## src/rtl/iir_opti_pkg.sv

```systemverilog
// Shared constants, coefficient set and controller state for the cascaded IIR filter.
// Default coefficients: section 0 is a leaky integrator (y = x + y1/2), the rest are unity pass-through.
package iir_opti_pkg;

  localparam int DW        = 24;
  localparam int FRAC      = 22;
  localparam int NUM_SOS   = 5;
  localparam int N_SAMPLES = 2048;
  localparam int ACC_W     = 51;
  localparam int AW        = $clog2(N_SAMPLES);

  typedef struct packed {
    logic [DW-1:0] b0;
    logic [DW-1:0] b1;
    logic [DW-1:0] b2;
    logic [DW-1:0] a1;
    logic [DW-1:0] a2;
  } coef_t;

  localparam logic [DW-1:0] Q_ONE  = 24'h400000;
  localparam logic [DW-1:0] Q_MHALF = 24'hE00000;

  localparam coef_t PASS  = '{Q_ONE, 24'h0, 24'h0, 24'h0, 24'h0};
  localparam coef_t LEAKY = '{Q_ONE, 24'h0, 24'h0, Q_MHALF, 24'h0};

  localparam coef_t COEFS [NUM_SOS] = '{LEAKY, PASS, PASS, PASS, PASS};

  typedef enum logic [1:0] {
    S_IDLE = 2'd0,
    S_RUN  = 2'd1,
    S_DONE = 2'd2
  } state_t;

endpackage

```

## src/rtl/iir_sos_section.sv

```systemverilog
// One Direct Form I biquad, one register stage; history advances only on in_vld.
// Rounds half-up; saturates when IIR_SAT_EN is defined, otherwise wraps to DW bits.
module iir_sos_section
  import iir_opti_pkg::*;
#(
  parameter coef_t COEF = PASS
) (
  input  logic          clk,
  input  logic          rst_n,
  input  logic          clr,
  input  logic          in_vld,
  input  logic [DW-1:0] in_dat,
  output logic          out_vld,
  output logic [DW-1:0] out_dat
);

  localparam int HW = ACC_W - FRAC;
  localparam logic signed [DW-1:0] B0 = COEF.b0;
  localparam logic signed [DW-1:0] B1 = COEF.b1;
  localparam logic signed [DW-1:0] B2 = COEF.b2;
  localparam logic signed [DW-1:0] A1 = COEF.a1;
  localparam logic signed [DW-1:0] A2 = COEF.a2;
  localparam logic signed [ACC_W-1:0] RND = ACC_W'(1) <<< (FRAC - 1);

  logic signed [DW-1:0]    x0, x1, x2, y1, y2;
  logic signed [2*DW-1:0]  p_b0, p_b1, p_b2, p_a1, p_a2;
  logic signed [ACC_W-1:0] acc, sum;
  logic signed [HW-1:0]    hi;
  logic [DW-1:0]           y;
  logic                    unused_bits;

  assign x0   = in_dat;
  assign p_b0 = (2*DW)'(x0) * (2*DW)'(B0);
  assign p_b1 = (2*DW)'(x1) * (2*DW)'(B1);
  assign p_b2 = (2*DW)'(x2) * (2*DW)'(B2);
  assign p_a1 = (2*DW)'(y1) * (2*DW)'(A1);
  assign p_a2 = (2*DW)'(y2) * (2*DW)'(A2);

  assign acc = ACC_W'(p_b0) + ACC_W'(p_b1) + ACC_W'(p_b2) - ACC_W'(p_a1) - ACC_W'(p_a2);
  assign sum = acc + RND;
  assign hi  = sum[ACC_W-1:FRAC];

`ifdef IIR_SAT_EN
  logic ovf;
  // Overflow when the bits above the DW-bit sign are not all copies of it.
  assign ovf = !((&hi[HW-1:DW-1]) || !(|hi[HW-1:DW-1]));
  assign y   = ovf ? {hi[HW-1], {(DW-1){~hi[HW-1]}}} : hi[DW-1:0];
  assign unused_bits = ^sum[FRAC-1:0];
`else
  assign y   = hi[DW-1:0];
  assign unused_bits = ^{sum[FRAC-1:0], hi[HW-1:DW]};
`endif

  always_ff @(posedge clk or negedge rst_n) begin
    if (!rst_n) begin
      x1 <= '0; x2 <= '0; y1 <= '0; y2 <= '0;
      out_vld <= 1'b0;
      out_dat <= '0;
    end else if (clr) begin
      x1 <= '0; x2 <= '0; y1 <= '0; y2 <= '0;
      out_vld <= 1'b0;
      out_dat <= '0;
    end else begin
      out_vld <= in_vld;
      if (in_vld) begin
        x1      <= x0;
        x2      <= x1;
        y1      <= y;
        y2      <= y1;
        out_dat <= y;
      end
    end
  end

endmodule

```

## src/rtl/iir_opti_top.sv

```systemverilog
// Cascaded IIR top: run controller plus NUM_SOS biquads; sample in at edge k emerges at edge k+NUM_SOS+1.
// Optional IIR_SAT_EN selects per-section saturation instead of two's-complement wrap.
module iir_opti_top
  import iir_opti_pkg::*;
(
  input  logic          clk,
  input  logic          rst_n,
  input  logic          start,
  input  logic [DW-1:0] data_in,
  input  logic          data_in_valid,
  output logic          filter_done,
  output logic [AW-1:0] addr,
  output logic [DW-1:0] data_out,
  output logic          data_out_valid,
  output logic          stable_out
);

  state_t        state, state_nxt;
  logic          clr, accept, last_out;
  logic [AW:0]   in_cnt;
  logic [AW-1:0] out_cnt;
  logic          in_vld;
  logic [DW-1:0] in_dat;

  logic          chain_vld [NUM_SOS+1];
  logic [DW-1:0] chain_dat [NUM_SOS+1];

  assign last_out = (state == S_RUN) && chain_vld[NUM_SOS] && (out_cnt == AW'(N_SAMPLES - 1));

  always_ff @(posedge clk or negedge rst_n) begin
    if (!rst_n) state <= S_IDLE;
    else        state <= state_nxt;
  end

  always_comb begin
    state_nxt = state;
    clr       = 1'b0;
    accept    = 1'b0;
    case (state)
      S_IDLE: begin
        if (start) begin
          clr       = 1'b1;
          state_nxt = S_RUN;
        end
      end
      S_RUN: begin
        accept = data_in_valid && (in_cnt < (AW+1)'(N_SAMPLES));
        if (last_out) state_nxt = S_DONE;
      end
      S_DONE:  state_nxt = S_IDLE;
      default: state_nxt = S_IDLE;
    endcase
  end

  always_ff @(posedge clk or negedge rst_n) begin
    if (!rst_n) begin
      in_vld <= 1'b0;
      in_dat <= '0;
    end else begin
      in_vld <= accept;
      if (accept) in_dat <= data_in;
    end
  end

  assign chain_vld[0] = in_vld;
  assign chain_dat[0] = in_dat;

  for (genvar i = 0; i < NUM_SOS; i++) begin : g_sos
    iir_sos_section #(.COEF(COEFS[i])) u_sos (
      .clk     (clk),
      .rst_n   (rst_n),
      .clr     (clr),
      .in_vld  (chain_vld[i]),
      .in_dat  (chain_dat[i]),
      .out_vld (chain_vld[i+1]),
      .out_dat (chain_dat[i+1])
    );
  end

  always_ff @(posedge clk or negedge rst_n) begin
    if (!rst_n) begin
      filter_done    <= 1'b0;
      addr           <= '0;
      data_out       <= '0;
      data_out_valid <= 1'b0;
      stable_out     <= 1'b0;
      out_cnt        <= '0;
      in_cnt         <= '0;
    end else begin
      filter_done    <= (state == S_DONE);
      data_out_valid <= chain_vld[NUM_SOS];
      if (chain_vld[NUM_SOS]) begin
        data_out <= chain_dat[NUM_SOS];
        addr     <= out_cnt;
        out_cnt  <= out_cnt + AW'(1);
      end
      if (accept) in_cnt <= in_cnt + (AW+1)'(1);
      // First sample entering the last section raises stable one clock ahead of the output.
      if (state == S_RUN && chain_vld[NUM_SOS-1]) stable_out <= 1'b1;
      if (state == S_DONE) stable_out <= 1'b0;
      if (clr) begin
        addr       <= '0;
        out_cnt    <= '0;
        in_cnt     <= '0;
        stable_out <= 1'b0;
      end
    end
  end

endmodule

```

## config.mk

```make
export PLATFORM = sky130hd
export DESIGN_NAME = iir_opti_top
export DESIGN_NICKNAME = d
export VERILOG_FILES = /design/src/rtl/iir_opti_pkg.sv /design/src/rtl/iir_sos_section.sv /design/src/rtl/iir_opti_top.sv
export SDC_FILE = /design/constraint.sdc
export NUM_CORES = 1
export LEC_CHECK = 0
export CORE_UTILIZATION = 54
export DETAILED_ROUTE_END_ITERATION = 12
export GPL_TIMING_DRIVEN = 0
export HOLD_SLACK_MARGIN = 0.1
export PLACE_DENSITY = 0.77
export SYNTH_ARGS = -nofsm -noshare
export SYNTH_HDL_FRONTEND = slang
export SYNTH_HIERARCHICAL = 1
export SYNTH_SLANG_ARGS = --single-unit
```

## constraint.sdc

```tcl
create_clock -name clk -period 3.7 [get_ports clk]
set_clock_uncertainty 0.1 [all_clocks]
set_input_delay 0.74 -clock clk [delete_from_list [all_inputs] [get_ports clk]]
set_output_delay 0.74 -clock clk [all_outputs]
set_load 0.01 [all_outputs]
```

Word level (Yosys, flattened, before mapping)
Index checks and enable logic that the tools add are counted.
Word-level totals
  register bits: 213
  latch bits: 0
  memory bits (writable): 0
  memory bits (read-only): 0
  logic and storage cells: 79
  memories kept: 0
Cells by class
  add/sub/neg operators: 9
  multipliers: 0
  div/mod/pow operators: 0
  magnitude comparators: 1
  equality and inequality tests: 5
  shift-type cells: 0
  mux-type cells: 30
  bitwise gates (word level): 0
  reductions and logical operators: 14
Operators by type and width (count)
  $mux W24: 10
  $add A46 B23 Y46 const B: 5
  $sub A46 B46 Y46: 1
  $mux W11: 4
  $neg A24 Y25: 1
  $mux W12: 2
  $reduce_bool A2 Y1: 7
  $add A12 B1 Y12 const B: 1
  $lt A12 B12 Y1 const B: 1
  $add A11 B1 Y11 const B: 1
  $eq A11 B11 Y1 const B: 1
  $mux W1: 11
  $logic_and A1 B1 Y1: 4
  $mux W2: 2
  $ne A2 B2 Y1 const B: 2
  $pmux W2 S2: 1
  $reduce_bool A3 Y1: 1
  $eq A2 B1 Y1 const B: 1
  $eq A2 B2 Y1 const B: 1
  $logic_not A2 Y1: 1
  $reduce_and A2 Y1: 1

Depth between registers and ports, before layout
Gate-level depths: netlist of the first run.
  depth in word-level cells: 5
  depth in mapped cells: 16

Cells and area by module
Netlist of the first run, hierarchy kept.
By module, submodules not included
  iir_sos_section (g_sos[1].u_sos ...): instances 4, cells each 80, area each 1027.2 um^2, seq. area each 625.6 um^2
  iir_opti_top: instances 1, cells each 321, area each 3577.2 um^2, seq. area each 2202.1 um^2
  iir_sos_section (g_sos[0].u_sos): instances 1, cells each 329, area each 2662.6 um^2, seq. area each 625.6 um^2

Least setup slack after synthesis of the first run
No wires, ideal clock.
  kind: register to register
  from: register g_sos[0].u_sos.y1[3]
  to: register g_sos[0].u_sos.y1[20]
  library setup time: 0.122 ns
  arrival time: 3.462 ns
  required time: 3.478 ns
  slack: 0.016 ns
  stages on the path, launching flop included: 15
  cell sequence: dfrtp_1 -> nor4_1 -> nand2b_1 -> or3_1 -> nor4_4 -> nand2_1 -> xnor2_1 -> ha_1 -> clkbuf_1 -> a21o_1 -> a21o_1 -> a2111oi_2 -> a211oi_1 -> or3_1 -> a32o_1
Between the ends
  longest elaborated chain between the ends: 5
RTL lines
  start, declared: RTL line iir_sos_section.sv:25  | logic signed [DW-1:0] x0, x1, x2, y1, y2;
  start signal, assigned: RTL line iir_sos_section.sv:68  | y1 <= y;
  $neg A24 Y25 (not written as such): RTL line iir_sos_section.sv:36  | assign p_a1 = (2*DW)'(y1) * (2*DW)'(A1);
  $sub A46 B46 Y46: RTL line iir_sos_section.sv:39  | assign acc = ACC_W'(p_b0) + ACC_W'(p_b1) + ACC_W'(p_b2) - ACC_W'(p_a1) - ACC_W'(p_a2);
  $add A46 B23 Y46: RTL line iir_sos_section.sv:40  | assign sum = acc + RND;
  $mux W24: RTL line iir_sos_section.sv:65  | if (in_vld) begin
  $mux W24: RTL line iir_sos_section.sv:59  | end else if (clr) begin
No other way between the ends. The select of a mux whose other input is x is not followed.
A chain may end at the register's enable or synchronous reset.

Final worst setup path of the first run
  from: register g_sos[0].u_sos.y1[5]
  to: register g_sos[0].u_sos.y1[20]
The elaborated chain is that of the path after synthesis.

==> flow_summary.yaml, run 1 <==
yosys:
  synth_cell_types: 61
  ys.flop_type: "dfrtp_1"
  yosysWarnings: 6
  synth.avg_cell_area_um2: 10.7
  synth_top_area_share: 0.515
  synth.largest_area_cell: "dfrtp_1"
  synth_area_um2: 10300
  yosys-top-cells-area: "dfrtp_1 52%, mux2i_1 12%, nor2_1 5.2%"
  ys_seq_elements: 213
  syn-num-nets: 1024
  synth-edff-count: 0
  synth_cells: 970
  ys_seq_area_frac: 0.515
  async_flop_share: 1.00
clock_tree:
  clk_pin_slew_worst_paths_ps: 60
  clockRootBuffer: "clkbuf_16"
  cts_sinks: 213
  clk_path_buf_depth: 3
  cts_inserted_buffers: 23
  cts_tree: "built"
  htree_num_levels: 1
  clk_latency_ps: 520
floorplan:
  row_count: 50
  die_area_um2: 19700
  die_x_um: 140
  core_region_area_um2: 18800
  start_util: 0.551
  die_y_um: 140
  ios: 66
sta:
  fin_ws_ps: -78.7
  tightest_slew_ps: 854
  finalHoldViolations: 0
  max_slew_margin: 0.431
  finalSetupViolCount: 1
  rsz0062_at_grt: "yes"
  fmaxAchievable_mhz: 265
  drv_slew: 0
  min_period_over_period: 1.02
  fin_crit_ps: 3780
power_and_ir_drop:
  p_leak_nw: 5.96
  p_per_area_nw_per_um2: 812
  ir_drop_v: 0.000422
  power_w: 0.0102
placed_design:
  dp_hpwl_um: 14500
  place.gp.congestion: 0.872
  place.port_buffers: 65
  dpl_cell_area_um2: 11300
global_route:
  use_met2: 0.375
  antenna_found_initial: 0
  grt_max_degree: 116
  grt_pass1_wl_um: 36800
  gr-usage-all-layers: 0.231
  overflow: 0
  busiest_layer: "met2"
  grt_util_met3: 0.0287
  grt_use_met1: 0.325
  grt_pass1_vias: 7182
setup_path:
  critPathTopFamily: "simple AND/OR/NAND/NOR gates"
  cpMaxStageDelayCell: "dfrtp_2"
  cp_cell_sequence: "nor4_4 -> nand2b_1 -> or3_4 -> nor4_4 -> buf_4 -> xor2_1 -> ha_2 -> a21o_1 -> a21o_1 -> a21o_1 -> a2111oi_4 -> a211oi_2 -> or3_1 -> a32o_1"
  cp_common_cell: "a21o_1"
  critPathLaunchType: "register"
  critPathKind: "reg -> reg"
  worstSetupEndpointType: "register"
  crit_required_ps: 4010
  worstPathArrival_ps: 4090
  crit_path_max_incr_delay_ps: 420
  path_max_fanout: 5
  crit_buf_inv: 1
cells_and_area:
  syn2layout_area_growth_pct: 21.8
  postLayoutCellArea_um2: 12600
  fillCellCount: 1408
  fin_nets: 1134
  insertedDiodeCount: 0
  drive_gt1_frac: 0.158
routing:
  routed_wl_um: 22200
  drt_iter0_markers: 477
  antenna_left: 0
  drt_first_pass_iters: 5
  post_drt_wl_per_cell_um: 16.6
  vias: 7526
  avgViaCountPerCell: 5.65
  drc: 0
run:
  cap_violations: 0
run_status:
  outcome: "finished, violations left"
  violations: "negative setup slack"
min_path:
  hold_path.class: "in -> async"
synth_stat cells (all sizes together) (8+ instances only):
library cell,instances
a211oi,9
a21o,13
a21oi,31
buf,30
clkbuf,19
dfrtp,213
ha,26
inv,12
mux2,24
mux2i,122
nand2,125
nand2b,11
nand3,13
nand4,9
nor2,142
nor2b,9
nor3,10
nor4,10
o21ai,26
or4,8
xnor2,20
xor2,22
flip-flops by register name, summed over array words and instances, names as in the netlist:
register,flops
g_sos.u_sos/y1,24
in_cnt,12
data_out,24
g_sos.u_sos/out_vld,5
out_cnt,11
stable_out,1
data_out_valid,1
in_dat,24
filter_done,1
state,2
g_sos.u_sos/out_dat,96
in_vld,1
addr,11
what timing repair did:
action,in CTS,in global routing
gates resized for setup,26,44
endpoints found under the setup margin,9,8
hold buffers,0,0
pin swaps,9,19
buffers inserted,13,9
cell type report:
class                      count  area (µm²)  share of cell area
sequential                   213        5340               0.424
multi-input combinational    695        4900               0.389
timing repair buffer          88         848              0.0673
clock buffer                  36         714              0.0567
buffer                        46         368              0.0292
tap                          234         293              0.0232
clock inverter                 6        95.1             0.00754
inverter                      13        48.8             0.00387
final timing paths:
check / start / endpoint / slack, ps / cells past startpoint
max: g_sos[0].u_sos/y1[5] / g_sos[0].u_sos/y1[20] / -80 / 14
min: rst_n / data_out[20] / 190 / 1
max reg2reg: g_sos[0].u_sos/y1[5] / g_sos[0].u_sos/y1[20] / -80 / 14
min reg2reg: g_sos[4].u_sos/out_vld / data_out_valid / 280 / 0
max in group asynchronous: rst_n / in_vld / 2330 / 2
min in group clk: g_sos[4].u_sos/out_vld / data_out_valid / 280 / 0
layout by cell type (no fill, tap or decap), types with 20 or more instances in the layout:
cell and n:
xor2_1 21, nand2_1 124, buf_4 22, clkbuf_16 23
mux2_2 24, ha_1 20, clkdlybuf4s50_1 64, dfrtp_1 207
mux2i_1 122, a21oi_1 25, clkbuf_1 20, o21ai_0 20
nor2_1 141
per-stage QoR:
stage	util	TNS, ps	std cells	hold WS [ps]	setup slack, ps
after floorplan	-	0	970	249	16.0
after global placement	0.602	-1512420	1269	260	-7110
after detailed placement	0.603	-2550	1270	265	-509
after CTS	0.656	-345	1323	218	-123
after global routing	0.672	-1120	1331	269	-214
final	0.672	-78.7	1331	191	-78.7
kinds of logic after synthesis:
| logic type | synth area share |
|---|---|
| simple gates | 0.158 |
| flops | 0.515 |
| mux | 0.144 |
| compound gates | 0.0742 |
| buf+inv | 0.0413 |
| xor+xnor | 0.0355 |
| fa+ha+maj | 0.0314 |
per-layer routing:
layer | vias to the layer above | wire (µm)
met5 | - | 0
met4 | 0 | 521
met3 | 41 | 925
met2 | 188 | 10500
met1 | 3715 | 10200
li1 | 3582 | -
power by group:
group	internal [W]	switching [W]	total, W
clock	0.00147	0.000923	0.00239
sequential	0.00328	0.000819	0.00410
combinational	0.00188	0.00187	0.00374
total	0.00662	0.00361	0.0102
Power figures use the tool's default switching activity.
==> run 2: changes to the inputs <==
--- a/config.mk
+++ b/config.mk
@@ -5,6 +5,7 @@
 export SDC_FILE = /design/constraint.sdc
 export NUM_CORES = 1
 export LEC_CHECK = 0
+export CAP_MARGIN = 20
 export CORE_UTILIZATION = 54
 export DETAILED_ROUTE_END_ITERATION = 12
 export GPL_TIMING_DRIVEN = 0
@@ -14,3 +15,4 @@
 export SYNTH_HDL_FRONTEND = slang
 export SYNTH_HIERARCHICAL = 1
 export SYNTH_SLANG_ARGS = --single-unit
+export TNS_END_PERCENT = 5
==> run 2 against run 1 <==
Against the previous run:
- the flow still finishes with violations (negative setup slack)
- non-clock buffer count is 1 lower
- cell count hardly changed
- flip-flop and latch count stayed put
- sequential share of layout area is 0.15 points higher
- worst setup slack worse by 36 ps
- largest cell class unchanged
==> flow_summary.yaml, run 2 (synthesized netlist as in run 1, its figures left out) <==
clock_tree:
  hold_buffers: 0
  clockRootBuffer: "clkbuf_16"
  htree_num_levels: 1
  clk_latency_ps: 520
  cts_inserted_buffers: 23
  clk_path_buf_depth: 3
  cts_tree: "built"
  cts_sinks: 213
  clk_pin_slew_worst_paths_ps: 60
sta:
  holdWs_ps: 190
  min_period_over_period: 1.03
  fin_ws_ps: -115
  fin_crit_ps: 3810
  max_slew_margin: 0.430
  tightest_slew_ps: 855
  finalHoldViolations: 0
  drv_slew: 0
  fmaxAchievable_mhz: 262
  rsz0062_at_grt: "yes"
  finalSetupViolCount: 3
cells_and_area:
  postLayoutCellArea_um2: 12600
  largest_register_ff_count: 96
  final_util: 0.669
  drive_gt1_frac: 0.154
  syn2layout_area_growth_pct: 21.4
  final_cell_mix: "206 x dfrtp_1, 141 x nor2_1, 124 x nand2_1"
  insertedDiodeCount: 0
  top_register: "g_sos.u_sos/out_dat"
  fin_nets: 1133
  layout_commonest_cell: "dfrtp_1"
routing:
  routed_wl_um: 21900
  vias: 7474
  avgViaCountPerCell: 5.62
  drt_first_pass_iters: 7
  wl_met2_um: 10500
  post_drt_wl_per_cell_um: 16.5
  drt_iter0_markers: 562
  drc: 0
  antenna_left: 0
  highest_layer: "met4"
  wirelength_met1_um: 10200
  wl_met3_um: 907
setup_path:
  worstPathArrival_ps: 4120
  path_max_fanout: 3
  r2r-end: "g_sos[0].u_sos/y1[20]"
  critPathLaunchType: "register"
  critPathKind: "reg -> reg"
  r2r_slack_ps: -110
  r2r-start: "g_sos[0].u_sos/y1[5]"
  worstSetupEndpointType: "register"
  reg2regPathDepth: 14
  crit_required_ps: 4010
power_and_ir_drop:
  ir_drop_v: 0.000413
  p_leak_nw: 5.95
  p_per_area_nw_per_um2: 811
placed_design:
  dp_hpwl_um: 14500
  dp_slack_ps: -509
  dpl_cell_area_um2: 11300
  place.port_buffers: 65
  place.gp.congestion: 0.872
min_path:
  hold_path.class: "in -> async"
floorplan:
  row_count: 50
  die_area_um2: 19700
  die_y_um: 140
  die_x_um: 140
  ios: 66
  start_util: 0.551
  core_region_area_um2: 18800
global_route:
  overflow: 0
  gr-usage-all-layers: 0.229
  grt_max_degree: 116
  grt_pass1_wl_um: 36500
  antenna_found_initial: 0
  grt_pass1_vias: 7115
run_status:
  outcome: "finished, violations left"
  violations: "negative setup slack"
run:
  cap_violations: 0
run 2: worst max-delay path, cell delays in order, from the launching register on:
cell and delay (ps):
dfrtp_2 430, nor4_4 330, nand2b_1 140, or3_4 410, nor4_4 200, buf_4 190
xor2_1 90, ha_2 220, a21o_1 180, a21o_1 180, a21o_1 220, a2111oi_4 370
a211oi_2 80, or3_1 320, a32o_1 240
run 2: where the power goes:
part	total (W)	switching, W	internal (W)
clock network	0.00239	0.000923	0.00147
registers	0.00408	0.000800	0.00328
logic	0.00372	0.00185	0.00187
total	0.0102	0.00358	0.00661
run 2: final cells by class:
cell class / instances / area (µm²)
fillers: 1409 / 6210
flip-flops and latches: 213 / 5340
clock buffers: 36 / 714
clock inverters: 6 / 95.1
multi-input cells: 695 / 4870
inverters: 13 / 48.8
plain buffers: 47 / 372
well taps: 234 / 293
repair buffers: 86 / 833
run 2: metal layers:
layer,up-vias,track usage
li1,3587,-
met1,3690,0.325
met2,165,0.370
met3,32,0.0284
met4,0,0.0648
met5,-,0
run 2: per-stage QoR:
step	cells	setup TNS, ps	power, W
after floorplan	970	0	0.00619
after global placement	1269	-1512420	0.00720
after detailed placement	1270	-2550	0.00733
after CTS	1315	-460	0.00989
after global routing	1330	-1210	0.0108
final	1330	-208	0.0102
run 2: what timing repair did:
action	in CTS	in global routing
endpoints found under the hold margin	0	0
setup buffers	5	15
pin swaps	6	22
resized for setup	23	42
setup endpoints to repair	9	7
run 2: how the worst max path moves through the flow:
stage,startpoint,end,slack [ps]
final,g_sos[0].u_sos/y1[5],g_sos[0].u_sos/y1[20],-110
after global routing,g_sos[0].u_sos/y1[5],g_sos[0].u_sos/y1[21],-220
after CTS,g_sos[0].u_sos/y1[2],g_sos[0].u_sos/y1[20],-140
after detailed placement,g_sos[0].u_sos/y1[3],g_sos[0].u_sos/y1[20],-510
after floorplan,g_sos[0].u_sos/y1[3],g_sos[0].u_sos/y1[20],20
after global placement,rst_n,in_vld,-7110
==> run 3: changes to the inputs <==
--- a/config.mk
+++ b/config.mk
@@ -15,4 +15,3 @@
 export SYNTH_HDL_FRONTEND = slang
 export SYNTH_HIERARCHICAL = 1
 export SYNTH_SLANG_ARGS = --single-unit
-export TNS_END_PERCENT = 5
==> results of run 3 <==
The final DEF is identical to that of run 1; final timing and power are the same.
